$ cat config.mk
export PLATFORM = sky130hd
export DESIGN_NAME = tcam_flat
export DESIGN_NICKNAME = d
export VERILOG_FILES = /design/src/rtl/tcam_if.sv /design/src/rtl/tcam.sv /design/src/flat_wrapper.sv
export SDC_FILE = /design/constraint.sdc
export NUM_CORES = 1
export LEC_CHECK = 0
export CAP_MARGIN = 0
export CELL_PAD_IN_SITES_DETAIL_PLACEMENT = 1
export CELL_PAD_IN_SITES_GLOBAL_PLACEMENT = 1
export CORE_ASPECT_RATIO = 1.4
export CORE_MARGIN = 2
export CORE_UTILIZATION = 55
export CTS_BUF_LIST = sky130_fd_sc_hd__clkbuf_8
export DETAILED_ROUTE_END_ITERATION = 10
export PLACE_DENSITY_LB_ADDON = 0.25
export REMOVE_ABC_BUFFERS = 1
export SKIP_LAST_GASP = 1
export SLEW_MARGIN = 20
export SYNTH_ARGS = -nofsm -noshare
export SYNTH_HDL_FRONTEND = slang
export SYNTH_SLANG_ARGS = --single-unit
$ cat constraint.sdc
create_clock -name clk -period 10.1 [get_ports clk]
set_clock_uncertainty 0.1 [all_clocks]
set_input_delay 2.525 -clock clk [delete_from_list [all_inputs] [get_ports clk]]
set_output_delay 2.525 -clock clk [all_outputs]
set_load 0.005 [all_outputs]
$ cat src/rtl/tcam_if.sv
// -----------------------------------------------------------------------------
// tcam_if -- request/result bundle for the ternary CAM.
//
// Signals
//   data_we    1 = write entry, 0 = search request (when data_vld = 1)
//   data_vld   write: valid bit stored for the entry; search: search enable
//   data_idx   entry index for writes (ignored on search)
//   data_i     entry data on write, search key on search
//   data_mask  entry mask on write (1 = don't-care bit), ignored on search
//   index_rdy  registered hit strobe for the previous cycle's search
//   index_o    registered index of the winning entry
//
// Modports
//   master  drives requests, receives results (client / testbench)
//   slave   receives requests, drives results (the tcam)
// -----------------------------------------------------------------------------
interface tcam_if #(
  parameter int TCAM_WIDTH = 32,
  parameter int TCAM_DEPTH = 16
);
  localparam int TCAM_INDEX_WIDTH = $clog2(TCAM_DEPTH);

  logic                        data_we;
  logic                        data_vld;
  logic [TCAM_INDEX_WIDTH-1:0] data_idx;
  logic [TCAM_WIDTH-1:0]       data_i;
  logic [TCAM_WIDTH-1:0]       data_mask;
  logic                        index_rdy;
  logic [TCAM_INDEX_WIDTH-1:0] index_o;

  modport master (
    output data_we, data_vld, data_idx, data_i, data_mask,
    input  index_rdy, index_o
  );

  modport slave (
    input  data_we, data_vld, data_idx, data_i, data_mask,
    output index_rdy, index_o
  );
endinterface

$ cat src/rtl/tcam.sv
// -----------------------------------------------------------------------------
// tcam -- ternary content-addressable memory with one-cycle search latency.
//
// Each entry holds data, a don't-care mask and a valid bit. A search compares
// the key against every entry in parallel; the lowest matching index wins and
// is reported, registered, in the following cycle.
//
// Ports
//   clk  rising-edge clock for all state
//   rst  synchronous active-high reset (clears valid bits and outputs)
//   bus  tcam_if.slave request/result bundle (see tcam_if.sv)
// -----------------------------------------------------------------------------
module tcam #(
  parameter int TCAM_WIDTH = 32,
  parameter int TCAM_DEPTH = 16
) (
  input  logic   clk,
  input  logic   rst,
  tcam_if.slave  bus
);
  localparam int TCAM_INDEX_WIDTH = $clog2(TCAM_DEPTH);
  // One extra bit so the bound check also works when TCAM_DEPTH is not a
  // power of two and data_idx can name a nonexistent entry.
  localparam logic [TCAM_INDEX_WIDTH:0] DEPTH_LIMIT = (TCAM_INDEX_WIDTH + 1)'(TCAM_DEPTH);

  logic [TCAM_WIDTH-1:0]       ent_data [TCAM_DEPTH];
  logic [TCAM_WIDTH-1:0]       ent_mask [TCAM_DEPTH];
  logic [TCAM_DEPTH-1:0]       ent_valid;

  logic                        write_en;
  logic                        search_en;
  logic [TCAM_DEPTH-1:0]       match_vec;
  logic                        hit;
  logic [TCAM_INDEX_WIDTH-1:0] hit_idx;

  assign write_en  = bus.data_we && ({1'b0, bus.data_idx} < DEPTH_LIMIT);
  assign search_en = !bus.data_we && bus.data_vld;

  // Valid bits are the only entry state that must come out of reset clean.
  always_ff @(posedge clk) begin
    // NOTE: sequential state uses non-blocking (<=) so every flop samples the
    // pre-edge value of its inputs, independent of statement order.
    if (rst) begin
      ent_valid <= '0;
    end else if (write_en) begin
      ent_valid[bus.data_idx] <= bus.data_vld;
    end
  end

  // NOTE: the entry storage deliberately has no reset branch; contents are
  // meaningless while the valid bit is clear, and a reset-free array can map
  // onto plain RAM/flop banks without a clear network.
  always_ff @(posedge clk) begin
    if (!rst && write_en) begin
      ent_data[bus.data_idx] <= bus.data_i;
      ent_mask[bus.data_idx] <= bus.data_mask;
    end
  end

  // Parallel compare: an entry matches when every cared-for bit agrees.
  always_comb begin
    // NOTE: every variable written here gets a default first, so no path
    // leaves it unassigned and no latch is inferred.
    match_vec = '0;
    for (int i = 0; i < TCAM_DEPTH; i++) begin
      match_vec[i] = ent_valid[i] &&
                     (((bus.data_i ^ ent_data[i]) & ~ent_mask[i]) == '0);
    end
  end

  // Priority encoder: scanning high to low lets the lowest index overwrite
  // any higher one, so the lowest matching entry wins.
  always_comb begin
    hit     = 1'b0;
    hit_idx = '0;
    for (int i = TCAM_DEPTH - 1; i >= 0; i--) begin
      if (match_vec[i]) begin
        // NOTE: blocking (=) in combinational logic, so the later (lower)
        // index seen in this loop is the value that survives.
        hit     = 1'b1;
        hit_idx = TCAM_INDEX_WIDTH'(i);
      end
    end
  end

  // Result registers: strobe only on a hitting search, index holds otherwise.
  always_ff @(posedge clk) begin
    if (rst) begin
      bus.index_rdy <= 1'b0;
      bus.index_o   <= '0;
    end else begin
      bus.index_rdy <= search_en && hit;
      if (search_en && hit) begin
        bus.index_o <= hit_idx;
      end
    end
  end
endmodule

$ cat src/flat_wrapper.sv
// flat-port wrapper written by rule: the top's interface ports become plain ports
module tcam_flat 
#(
  parameter int TCAM_WIDTH = 32,
  parameter int TCAM_DEPTH = 16
)
  (clk, rst, bus_data_we, bus_data_vld, bus_data_idx, bus_data_i, bus_data_mask, bus_index_rdy, bus_index_o);
  tcam_if #(.TCAM_WIDTH(TCAM_WIDTH), .TCAM_DEPTH(TCAM_DEPTH)) bus_i ();
  input  logic clk;
  input  logic rst;
  input wire logic [$bits(bus_i.data_we)-1:0] bus_data_we;
  input wire logic [$bits(bus_i.data_vld)-1:0] bus_data_vld;
  input wire logic [$bits(bus_i.data_idx)-1:0] bus_data_idx;
  input wire logic [$bits(bus_i.data_i)-1:0] bus_data_i;
  input wire logic [$bits(bus_i.data_mask)-1:0] bus_data_mask;
  output wire logic [$bits(bus_i.index_rdy)-1:0] bus_index_rdy;
  output wire logic [$bits(bus_i.index_o)-1:0] bus_index_o;
  assign bus_i.data_we = bus_data_we;
  assign bus_i.data_vld = bus_data_vld;
  assign bus_i.data_idx = bus_data_idx;
  assign bus_i.data_i = bus_data_i;
  assign bus_i.data_mask = bus_data_mask;
  assign bus_index_rdy = bus_i.index_rdy;
  assign bus_index_o = bus_i.index_o;
  tcam #(.TCAM_WIDTH(TCAM_WIDTH), .TCAM_DEPTH(TCAM_DEPTH)) u_core (.clk(clk), .rst(rst), .bus(bus_i));
endmodule
==> results by group <==
Routing
  – DRT Wirelength: 142 mm
  – DRC violations left: 0
  – Via count: 26,249
  – Drt initial violations: 3,787
  – Total iterations of the first detailed-routing run: 5
  – Drt wl/cell: 37.2 um
  – DR vias/cell: 6.87
  – Routed Antenna Nets: 0

Setup path
  – CP startpoint kind: input port
  – CP Cell Sequence: buf_2, buf_4, xnor2_1, o22ai_1, nor4_1, nand4_1, or2_1, a311oi_1, nor4_1, o41ai_1, o32ai_1
  – Crit path DAT: 5.90 ns
  – CP required: 10.71 ns
  – Delay-heaviest family, CP: simple AND/OR/NAND/NOR gates
  – CP Buf/Inv Count: 2
  – Crit path kind: input port to flop
  – Largest fanout on the critical path: 32
  – Slowest CP cell: buf_4
  – Peak per-stage delay on the critical path: 0.68 ns
  – CP Capture Type: flop
  – Top cell by count, worst path: nor4_1

Global routing
  – Largest net degree at the start of global routing: 65
  – Initial antenna violation count: 18
  – Grt ovf: 0
  – Total track usage: 0.366
  – First-pass GRT wire length: 197 mm
  – Vias in the first global route: 27,070

Placement
  – Placed cell area: 43,500 sq um
  – Final HPWL DP: 81.3 mm
  – IO buf count: 76
  – Gp weighted congestion: 0.910

Logic synthesis
  – Yosys top cell area share: 0.736
  – Yosys warnings: 0
  – Post-synthesis sequential area ratio: 0.746
  – Prevailing post-synth register cell: edfxtp_1
  – Count of cell types in the netlist: 54
  – Mean Syn Cell Area: 16.9 sq um
  – Synth Instances: 2,478
  – Synth Cell Area: 41,800 sq um
  – Flop and latch count out of synthesis: 1,045
  – Async set-reset flop share out of synthesis: 0
  – Cell taking the most area after synthesis: edfxtp_1
  – Post-synth EDFFs: 1,024
  – Area contributors post-synth: edfxtp_1, xnor2_1, o22ai_1

Timing
  – Fmax achieved: 189 MHz
  – Final hold vios: 0
  – Tmin final: 5.29 ns
  – Final Max Slew Viols: 0
  – RSZ-0062 raised after global routing: false
  – Max_slew headroom: 0.372
  – Final Setup Violations: 0
  – TNS Setup: 0 ns
  – Final Cycle Share: 0.524
  – Slew @ Worst Pin: 0.942 ns

Floorplanning
  – Full die area: 78,200 sq um
  – Die Height: 330 um
  – Num rows: 119
  – Initial core utilization: 0.555
  – Die X: 237 um
  – Core Box Area: 75,200 sq um
  – IO Count: 77

Pwr
  – Design Power: 0.00866 W
  – Power density over cell area: 187 nW/um^2
  – Leak: 14.0 nW
  – Maximum VDD drop: 0.122 mV

Cells and area
  – Nets: 2,789
  – Layout cell share with drive strength beyond 1: 0.130
  – Filler cell count: 6,738
  – Syn-to-layout area delta: 11.0%
  – Fin util: 0.616
  – Final Cell Area: 46,300 sq um

Clocking
  – CTS tree: yes
  – Clock buffer depth: 3
  – CTS root buffer: clkbuf_8
  – Post_cts resized: 0
  – CTS Sinks: 1,045
  – H-tree Lvls: 4
  – Post-CTS Setup Bufs: 0
  – Clock Latency Late Sink: 0.84 ns
  – Hold_buf cts: 0
  – Total CTS buffers: 155
  – Clk slew on worst S/H paths: 0.07 ns

Min path
  – HP Class: flop to flop

Flow run
  – Max Cap Viol: 0

Run status
  – Run status: completed
sequential cells by signal (all words and copies together) (netlist names):
name and flops:
u_core.bus.index_rdy 1, u_core.ent_mask 512, u_core.ent_data 512, u_core.ent_valid 16, u_core.bus.index_o 4
report_power, final:
| part | switching, W | leakage (nW) | total, W | internal, W |
|---|---|---|---|---|
| combinational | 0.000438 | 2.97 | 0.000609 | 0.000171 |
| clock | 0.00166 | 1.64 | 0.00321 | 0.00155 |
| sequential | 0.0000261 | 9.39 | 0.00484 | 0.00481 |
| total | 0.00213 | 14.0 | 0.00866 | 0.00653 |
through the flow:
stage,worst slack (ns),hold slack [ns],cells
finish,4.81,0.445,3821
global route,4.85,0.462,3810
CTS,4.97,0.441,3808
detailed placement,4.08,0.432,3528
global placement,4.19,0.392,3528
floorplan,3.71,0.354,2402
logic make-up (layout without fill, tap and decap cells):
group	count (synthesis)	count (layout)	synth area share
flip-flops	1045	1045	0.746
other	0	13	0
AO/OA/AOI/OAI	510	510	0.0768
buffers and inverters	79	441	0.0195
multiplexers	4	4	0.000959
AND/OR/NAND/NOR	328	328	0.0431
XOR/XNOR	512	512	0.113
placed cells by master (no fill, tap or decap), types with 3 or more instances in the layout:
master	Yosys	layout
dfxtp_1	21	21
mux2i_1	4	4
clkinv_1	0	33
nor3_1	20	20
o21ai_0	44	43
nand3_1	15	15
o22ai_1	415	415
o211ai_1	5	5
clkinv_2	0	13
nor2_1	103	87
clkdlybuf4s50_1	0	44
buf_2	1	32
or3_1	3	3
edfxtp_1	1024	1024
o21ai_1	2	3
nor2_4	0	16
xnor2_1	478	478
nand2b_1	6	6
diode_2	0	13
o22a_1	5	5
nor4_1	119	119
o21bai_1	6	6
xnor2_2	33	33
or4_1	11	11
a21oi_1	15	15
o22ai_2	3	3
clkinvlp_4	0	6
inv_1	3	61
nor3_2	4	4
nand2_1	15	15
clkbuf_8	0	167
nand4_1	16	16
buf_4	0	82
final timing paths:
| path | depth (start not counted) | endpoint | slack [ns] | start |
|---|---|---|---|---|
| min | 2 | u_core.ent_valid[9] | 0.45 | u_core.ent_valid[9] |
| max | 11 | u_core.bus.index_o[1] | 4.81 | bus_data_i[5] |
| max reg2reg | 9 | u_core.bus.index_o[1] | 6.80 | u_core.ent_data[10][8] |
| min reg2reg | 2 | u_core.ent_valid[9] | 0.45 | u_core.ent_valid[9] |
per-layer routing:
layer  vias to the layer above  share of wire  global-route usage  wire length (um)
li1                      10359              -                   -                 -
met1                     13504           0.35               0.445             49400
met2                      1861           0.48               0.599             68500
met3                       525          0.098              0.0713             14000
met4                         0          0.073               0.246             10400
met5                         -              0                   0                 0
cell type report:
| type | instances | area, sq um | area share |
|---|---|---|---|
| Sequential cell | 1045 | 31200 | 0.673 |
| Multi-Input combinational cell | 1354 | 9900 | 0.214 |
| Clock buffer | 167 | 2300 | 0.0496 |
| Timing Repair Buffer | 158 | 1220 | 0.0262 |
| Tap cell | 968 | 1210 | 0.0261 |
| Clock inverter | 113 | 499 | 0.0108 |
| Antenna cell | 13 | 32.5 | 0.000702 |
| Inverter | 3 | 11.3 | 0.000243 |
synthesized netlist by cell type (all sizes together), types with 6 or more instances:
cell type and instances:
edfxtp 1024, xnor2 511, o22ai 418, nor4 122
nor2 103, buf 66, o21ai 46, nor3 26
dfxtp 21, nand4 16, a21oi 15, nand2 15
nand3 15, or4 11, clkbuf 10, nand2b 6
o21bai 6
worst min-delay path, cell delays in order, from the launching register on:
cell,delay [ns]
dfxtp_1,0.34
o21ai_0,0.09
a21oi_1,0.07
No activity file was read; power rests on OpenSTA's default activity.
